<file path="config.mk">
export PLATFORM = sky130hd
export DESIGN_NAME = commit_trace_fifo
export DESIGN_NICKNAME = d
export VERILOG_FILES = /design/src/rtl/commit_trace_fifo.sv
export SDC_FILE = /design/constraint.sdc
export NUM_CORES = 2
export LEC_CHECK = 0
export BUFFER_PORTS_ARGS = -buffer_cell sky130_fd_sc_hd__buf_2
export CELL_PAD_IN_SITES_DETAIL_PLACEMENT = 0
export CELL_PAD_IN_SITES_GLOBAL_PLACEMENT = 1
export CORE_MARGIN = 3
export CORE_UTILIZATION = 45
export DETAILED_ROUTE_END_ITERATION = 12
export PLACE_DENSITY_LB_ADDON = 0.1
export SYNTH_ARGS = -nofsm -noshare
export SYNTH_HDL_FRONTEND = slang
export SYNTH_SLANG_ARGS = --single-unit
</file>
<file path="constraint.sdc">
create_clock -name clk_i -period 17.3 [get_ports clk_i]
set_input_delay 1.73 -clock clk_i [delete_from_list [all_inputs] [get_ports clk_i]]
set_output_delay 1.73 -clock clk_i [all_outputs]
set_load 0.02 [all_outputs]
</file>
<file path="src/rtl/commit_trace_fifo.sv">
// commit_trace_fifo
// Captures one retire record per core update pulse and buffers it in a
// first-word-fall-through FIFO drained through a valid/ready trace port.
// The core cannot stall. A record arriving at a full FIFO that is not popping
// in the same cycle is dropped, counted, and flagged in a sticky overflow bit.
// Every update pulse consumes a sequence number, so gaps in trace_seq_o show
// disabled or dropped retires.
module commit_trace_fifo #(
    parameter int XLEN   = 32,
    parameter int DEPTH  = 16,
    parameter int DROP_W = 16
) (
    input  logic                       clk_i,
    input  logic                       rst_i,
    input  logic                       update_i,
    input  logic [XLEN-1:0]            pc_i,
    input  logic [XLEN-1:0]            instr_i,
    input  logic [4:0]                 reg_addr_i,
    input  logic [XLEN-1:0]            reg_data_i,
    input  logic                       enable_i,
    input  logic                       flush_i,
    output logic                       trace_valid_o,
    input  logic                       trace_ready_i,
    output logic [XLEN-1:0]            trace_pc_o,
    output logic [XLEN-1:0]            trace_instr_o,
    output logic [4:0]                 trace_rd_addr_o,
    output logic [XLEN-1:0]            trace_rd_data_o,
    output logic [31:0]                trace_seq_o,
    output logic [$clog2(DEPTH):0]     count_o,
    output logic                       full_o,
    output logic                       empty_o,
    output logic [DROP_W-1:0]          drop_cnt_o,
    output logic                       overflow_o
);

    localparam int AW = $clog2(DEPTH);
    localparam int CW = AW + 1;

    typedef struct packed {
        logic [XLEN-1:0] pc;
        logic [XLEN-1:0] instr;
        logic [4:0]      rd_addr;
        logic [XLEN-1:0] rd_data;
        logic [31:0]     seq;
    } rec_t;

    // Record storage. The head is read asynchronously so the record at the
    // read pointer is on the outputs the cycle after it was written (FWFT);
    // the read address is a register, so there is no input-to-output path.
    rec_t mem [DEPTH];

    logic [AW-1:0]     wr_ptr_q, wr_ptr_d;
    logic [AW-1:0]     rd_ptr_q, rd_ptr_d;
    logic [CW-1:0]     count_q, count_d;
    logic [31:0]       seq_q, seq_d;
    logic [DROP_W-1:0] drop_cnt_q, drop_cnt_d;
    logic              overflow_q, overflow_d;

    logic full, empty, push, pop, accept, drop;
    rec_t wr_rec;
    rec_t head_rec;

    assign full   = (count_q == CW'(DEPTH));
    assign empty  = (count_q == '0);
    // Flush suppresses both push and pop in its cycle.
    assign push   = update_i & enable_i & ~flush_i;
    assign pop    = ~empty & trace_ready_i & ~flush_i;
    // At full, a concurrent pop frees the slot the push needs.
    assign accept = push & (~full | pop);
    assign drop   = push & full & ~pop;

    assign wr_rec = '{pc: pc_i, instr: instr_i, rd_addr: reg_addr_i,
                      rd_data: reg_data_i, seq: seq_q};

    // Next-state for pointers, occupancy, sequence and drop bookkeeping.
    always_comb begin
        wr_ptr_d   = wr_ptr_q;
        rd_ptr_d   = rd_ptr_q;
        count_d    = count_q;
        drop_cnt_d = drop_cnt_q;
        overflow_d = overflow_q;
        // The sequence counter tracks every retire, independent of capture.
        seq_d      = update_i ? seq_q + 32'd1 : seq_q;

        if (flush_i) begin
            wr_ptr_d   = '0;
            rd_ptr_d   = '0;
            count_d    = '0;
            drop_cnt_d = '0;
            overflow_d = 1'b0;
        end else begin
            if (accept) begin
                wr_ptr_d = wr_ptr_q + AW'(1);
            end
            if (pop) begin
                rd_ptr_d = rd_ptr_q + AW'(1);
            end
            case ({accept, pop})
                2'b10:   count_d = count_q + CW'(1);
                2'b01:   count_d = count_q - CW'(1);
                default: count_d = count_q;
            endcase
            if (drop) begin
                overflow_d = 1'b1;
                if (drop_cnt_q != '1) begin
                    drop_cnt_d = drop_cnt_q + DROP_W'(1);
                end
            end
        end
    end

    // State registers; reset overrides every other input.
    always_ff @(posedge clk_i) begin
        if (rst_i) begin
            wr_ptr_q   <= '0;
            rd_ptr_q   <= '0;
            count_q    <= '0;
            seq_q      <= '0;
            drop_cnt_q <= '0;
            overflow_q <= 1'b0;
        end else begin
            wr_ptr_q   <= wr_ptr_d;
            rd_ptr_q   <= rd_ptr_d;
            count_q    <= count_d;
            seq_q      <= seq_d;
            drop_cnt_q <= drop_cnt_d;
            overflow_q <= overflow_d;
        end
    end

    // Record write at the tail; storage itself is never reset.
    always_ff @(posedge clk_i) begin
        if (accept && !rst_i) begin
            mem[wr_ptr_q] <= wr_rec;
        end
    end

    assign head_rec        = mem[rd_ptr_q];
    assign trace_valid_o   = ~empty;
    assign trace_pc_o      = head_rec.pc;
    assign trace_instr_o   = head_rec.instr;
    assign trace_rd_addr_o = head_rec.rd_addr;
    assign trace_rd_data_o = head_rec.rd_data;
    assign trace_seq_o     = head_rec.seq;
    assign count_o         = count_q;
    assign full_o          = full;
    assign empty_o         = empty;
    assign drop_cnt_o      = drop_cnt_q;
    assign overflow_o      = overflow_q;

endmodule

</file>
# Yosys cells after proc, flatten, opt, wreduce, memory -nomap -nowiden
# Memory sizes are Yosys's and may differ from the RTL's. A register that Yosys moved wholly into a read port is not among the register bits.
# Cells that the tools add are included.
# word_totals
register_bits	62
ram_bits	2128
inputBits	107
n_memories	1
# op_classes
addsub	6
eq_ne	4
muxes	5
n_bitwise	12
reduce_logical	6
# memory_table
memory	words	word_bits	rd	rd_ports_with_merged_regs	write_ports	line_no	rtl
mem	16	133	1	1	1	50	rec_t mem [DEPTH];
# op_table
cell	count
$add A32 B1 Y32 const B	1
$add A16 B1 Y16 const B	1
$ne A16 B16 Y1 const B	1
$pmux W5 S2	1
$add A4 B1 Y4 const B	2
$mux W4	2
$and A1 B1 Y1	7
$add A5 B1 Y5 const B	1
$eq A5 B5 Y1 const B	1
$logic_not A5 Y1	1
$sub A5 B1 Y5 const B	1
$not A1 Y1	4
$eq A2 B1 Y1 const B	1
$eq A2 B2 Y1 const B	1
$mux W1	2
$reduce_and A2 Y1	1
$reduce_bool A2 Y1	1
$reduce_or A2 Y1	1
$logic_and A1 B1 Y1	1
$logic_not A1 Y1	1
$or A1 B1 Y1	1

# Logic depth before layout (Yosys ltp)
# depth
ltp_word	9
ltp_mapped	10
ltp_nobuf	9

# Least setup slack after synthesis
# Ideal clock, no wire load.
# synth_path
path_type	input -> register
start	in update_i
end	mem mem[3][0] in the netlist's numbering, enable pin
arrival_time_ps	8150
setup_slack_ps	8523
path_stages	5
cell_sequence	buf_4 > nand3b_2 > a21oi_1 > nand2_1 > nor2_1
# synth_between
elab_chain_cells	6
# synth_rtl
item	line_no	rtl
from (decl)	15	input logic update_i,
$and A1 B1 Y1 (2 in a row)	66	assign push = update_i & enable_i & ~flush_i;
$and A1 B1 Y1	69	assign accept = push & (~full | pop);
$logic_and A1 B1 Y1	133	if (accept && !rst_i) begin
$mux W1	133	
$mux W1 (not written as such)	134	mem[wr_ptr_q] <= wr_rec;
to (decl)	50	
# Every way passes these cells.

==> qor.yml <==
dominantRegCellSynth: "edfxtp_1"
cts_resized: 0
initial_core_util_pct: 45.3
met2WireLength_mm: 99.0
ir_worst_vdd_mv: 0.0806
p_sw_share_pct: 19.4
yosys.area.top_type: "edfxtp_1"
synth-async-reset-ratio_pct: 0
finalSetupViolations: 0
cp-end-kind: "output port"
crit_chain: "buf_12, buf_4, mux4_2, mux4_2, buf_2"
layout_commonest_cell: "edfxtp_1"
gr-total-overflow: 0
crit_fanout: 104
hp-class: "reg -> reg"
dp.final_hpwl_mm: 92.7
power_density_nw_per_um2: 113
avgSynthCellArea_um2: 24.6
p_leak_uw: 0.0275
drt-initial-drc-count: 3180
postRouteAntennaNets: 0
cpMostUsedCell: "mux4_2"
max_freq_ghz: 0.149
worst_pin_slew_ps: 1110
synth_top_family_by_area: "multiplexers"
yosysUniqueCellTypes: 49
max_slew_margin_pct: 26.3
p_comb_share_pct: 1.2
ios: 265
fp.dieH_um: 436
core_um2: 183000
drt-pass1-iter-count: 7
grt_max_degree: 161
synthesis.area_um2: 83000
htree_levels: 4
drc: 0
top_layer: "met5"
clkLatencyLatePin_ps: 860
gp_congestion: 0.737
cts_setup_buffers: 0
rsz0062_at_grt: "no"
fp-row-count: 157
postCtsHoldBufs: 0
drv_cap: 0
synth-xor-area-share_pct: 0.527
die_w_um: 436
nets: 3891
cts-root-buf: "clkbuf_16"
routed-wl-met3_mm: 9.62
synth-simple-area-share_pct: 1.44
synthMuxAreaShare_pct: 17.9
startpoint_type: "flop"
synth.net_count: 3489
power.share.clock_pct: 44.3
post_route_cells_drive_above_1_share_pct: 34.2
seq_power_share_pct: 54.5
grt_util_all_layers_pct: 20.5
via_count: 37000
cp_slowest_cell: "dfxtp_4"
worst_ep_required_time_ps: 15570
yosysWarnings: 0
cts_sinks: 2194
cp.arrival_ps: 4990
wire_per_inst_um: 29.9
seq_area_frac_synth_pct: 78.6
ys_seq_elements: 2194
critPathKind: "reg -> out"
portBuffers: 264
numCtsBuffers: 221
min_period_ps: 6720
grt_pass1_wl_mm: 280
cts_tree: "done"
fin_util_pct: 51.7
antenna_found_initial: 25
switchingPower_uw: 2070
p_int_uw: 8600
finalMaxSlewViolations: 0
totalWireLength_mm: 192
synth-edff-count: 2128
fin_skew_ps: 25.5
synth_top_cell_area_share_pct: 77.0
synth.area.top_cells: "edfxtp_1 77%, mux4_2 18%, dfxtp_1 1.6%"
synth_compound_area_share_pct: 0.413
synth_cells: 3371
clk_pin_slew_ps: 60
syn2layout_area_growth_pct: 14.1
clockBufferDepth: 3
vias_per_cell: 5.75
status: "completed"
fin_hold_ws_ps: 454
die_area_um2: 190000
layout_common_cells: "2128 x edfxtp_1, 651 x mux4_2, 264 x buf_2"
timing.final.hold_violations: 0
synth_fa_ha_area_share_pct: 0.175
grt_pass1_vias: 39700
drt-met1-wl_mm: 78.9
finalSetupTns_ps: 0
fin_crit_sh_pct: 38.8
max_stage_delay_ps: 990
==> kinds of logic after synthesis <==
logic type               count (synthesis)
AO/OA/AOI/OAI                           54
multiplexers                           668
XOR/XNOR                                50
adder cells (fa/ha/maj)                 11
buffers and inverters                  179
flip-flops                            2194
AND/OR/NAND/NOR                        215
==> synthesized netlist by cell type, drive strengths merged, types with 2 or more instances <==
| library cell | instances |
|---|---|
| nor4 | 16 |
| dfxtp | 66 |
| mux4 | 651 |
| a211oi | 16 |
| nor3 | 8 |
| and3 | 6 |
| or3 | 6 |
| ha | 10 |
| mux2i | 17 |
| o21ai | 5 |
| or4 | 2 |
| nand2b | 2 |
| xnor2 | 33 |
| inv | 13 |
| xor2 | 17 |
| nor4b | 2 |
| nand2 | 31 |
| nand3 | 16 |
| nand3b | 2 |
| buf | 101 |
| nor2b | 16 |
| edfxtp | 2128 |
| or2 | 3 |
| nor2 | 81 |
| and4 | 5 |
| clkbuf | 65 |
| nand4 | 16 |
| a21oi | 25 |
| o21a | 2 |
==> power by group through the flow <==
stage / combinational [uW] / sequential, uW / clock [uW]
2_1_floorplan: 50.0 / 5930 / 0
3_3_place_gp: 122 / 5930 / 0
3_5_place_dp: 131 / 5930 / 0
4_1_cts: 130 / 5820 / 4840
5_1_grt: 141 / 5810 / 5060
6_report: 128 / 5820 / 4720
==> critical path: cells and delay by family, from the launching register on <==
kind	cells	cell delay [ps]
buffers and inverters	3	1800
DFF	1	990
muxes	2	1090
==> layout make-up <==
class	count	area [um^2]
repair buffers	345	2050
fillers	14000	88500
flip-flops and latches	2194	65200
inverters	13	48.8
clock inverters	151	1460
well taps	2464	3080
diodes	15	37.5
clock buffers	259	5760
multi-input cells	998	17100
==> final timing paths <==
kind                           startpoint                       to  slack, ps  cells past startpoint
hold reg to reg   overflow_o$_SDFFE_PP0P_  overflow_o$_SDFFE_PP0P_        450                      2
hold / removal    overflow_o$_SDFFE_PP0P_  overflow_o$_SDFFE_PP0P_        450                      2
setup / recovery                     flop        trace_instr_o[20]      10580                      5
setup reg to reg  count_o[0]$_SDFFE_PP0P_    mem[15][56]$_DFFE_PP_      13140                      7
==> state kept, by name, summed over array words and instances (netlist names), named ones only <==
| signal | flops |
|---|---|
| count_o | 5 |
| seq_q | 32 |
| overflow_o | 1 |
| rd_ptr_q | 4 |
| wr_ptr_q | 4 |
| mem | 2128 |
| drop_cnt_o | 16 |
==> per-layer routing <==
metal,up-vias,track usage (%)
met3,304,3.50
met5,-,0
met2,975,34.8
met4,2,6.06
met1,20300,27.3
li1,15400,-
==> through the flow <==
| stage | setup slack (ps) | power [uW] | cell area [um^2] | std cells |
|---|---|---|---|---|
| after floorplan | 8520 | 5980 | 83000 | 3371 |
| after global placement | 11360 | 6050 | 87500 | 6014 |
| after detailed placement | 11290 | 6060 | 87500 | 6014 |
| after CTS | 10350 | 10800 | 94700 | 6424 |
| after global routing | 10050 | 11000 | 94700 | 6431 |
| final | 10580 | 10700 | 94800 | 6439 |
Note: power is estimated with default switching activity, not from simulation.
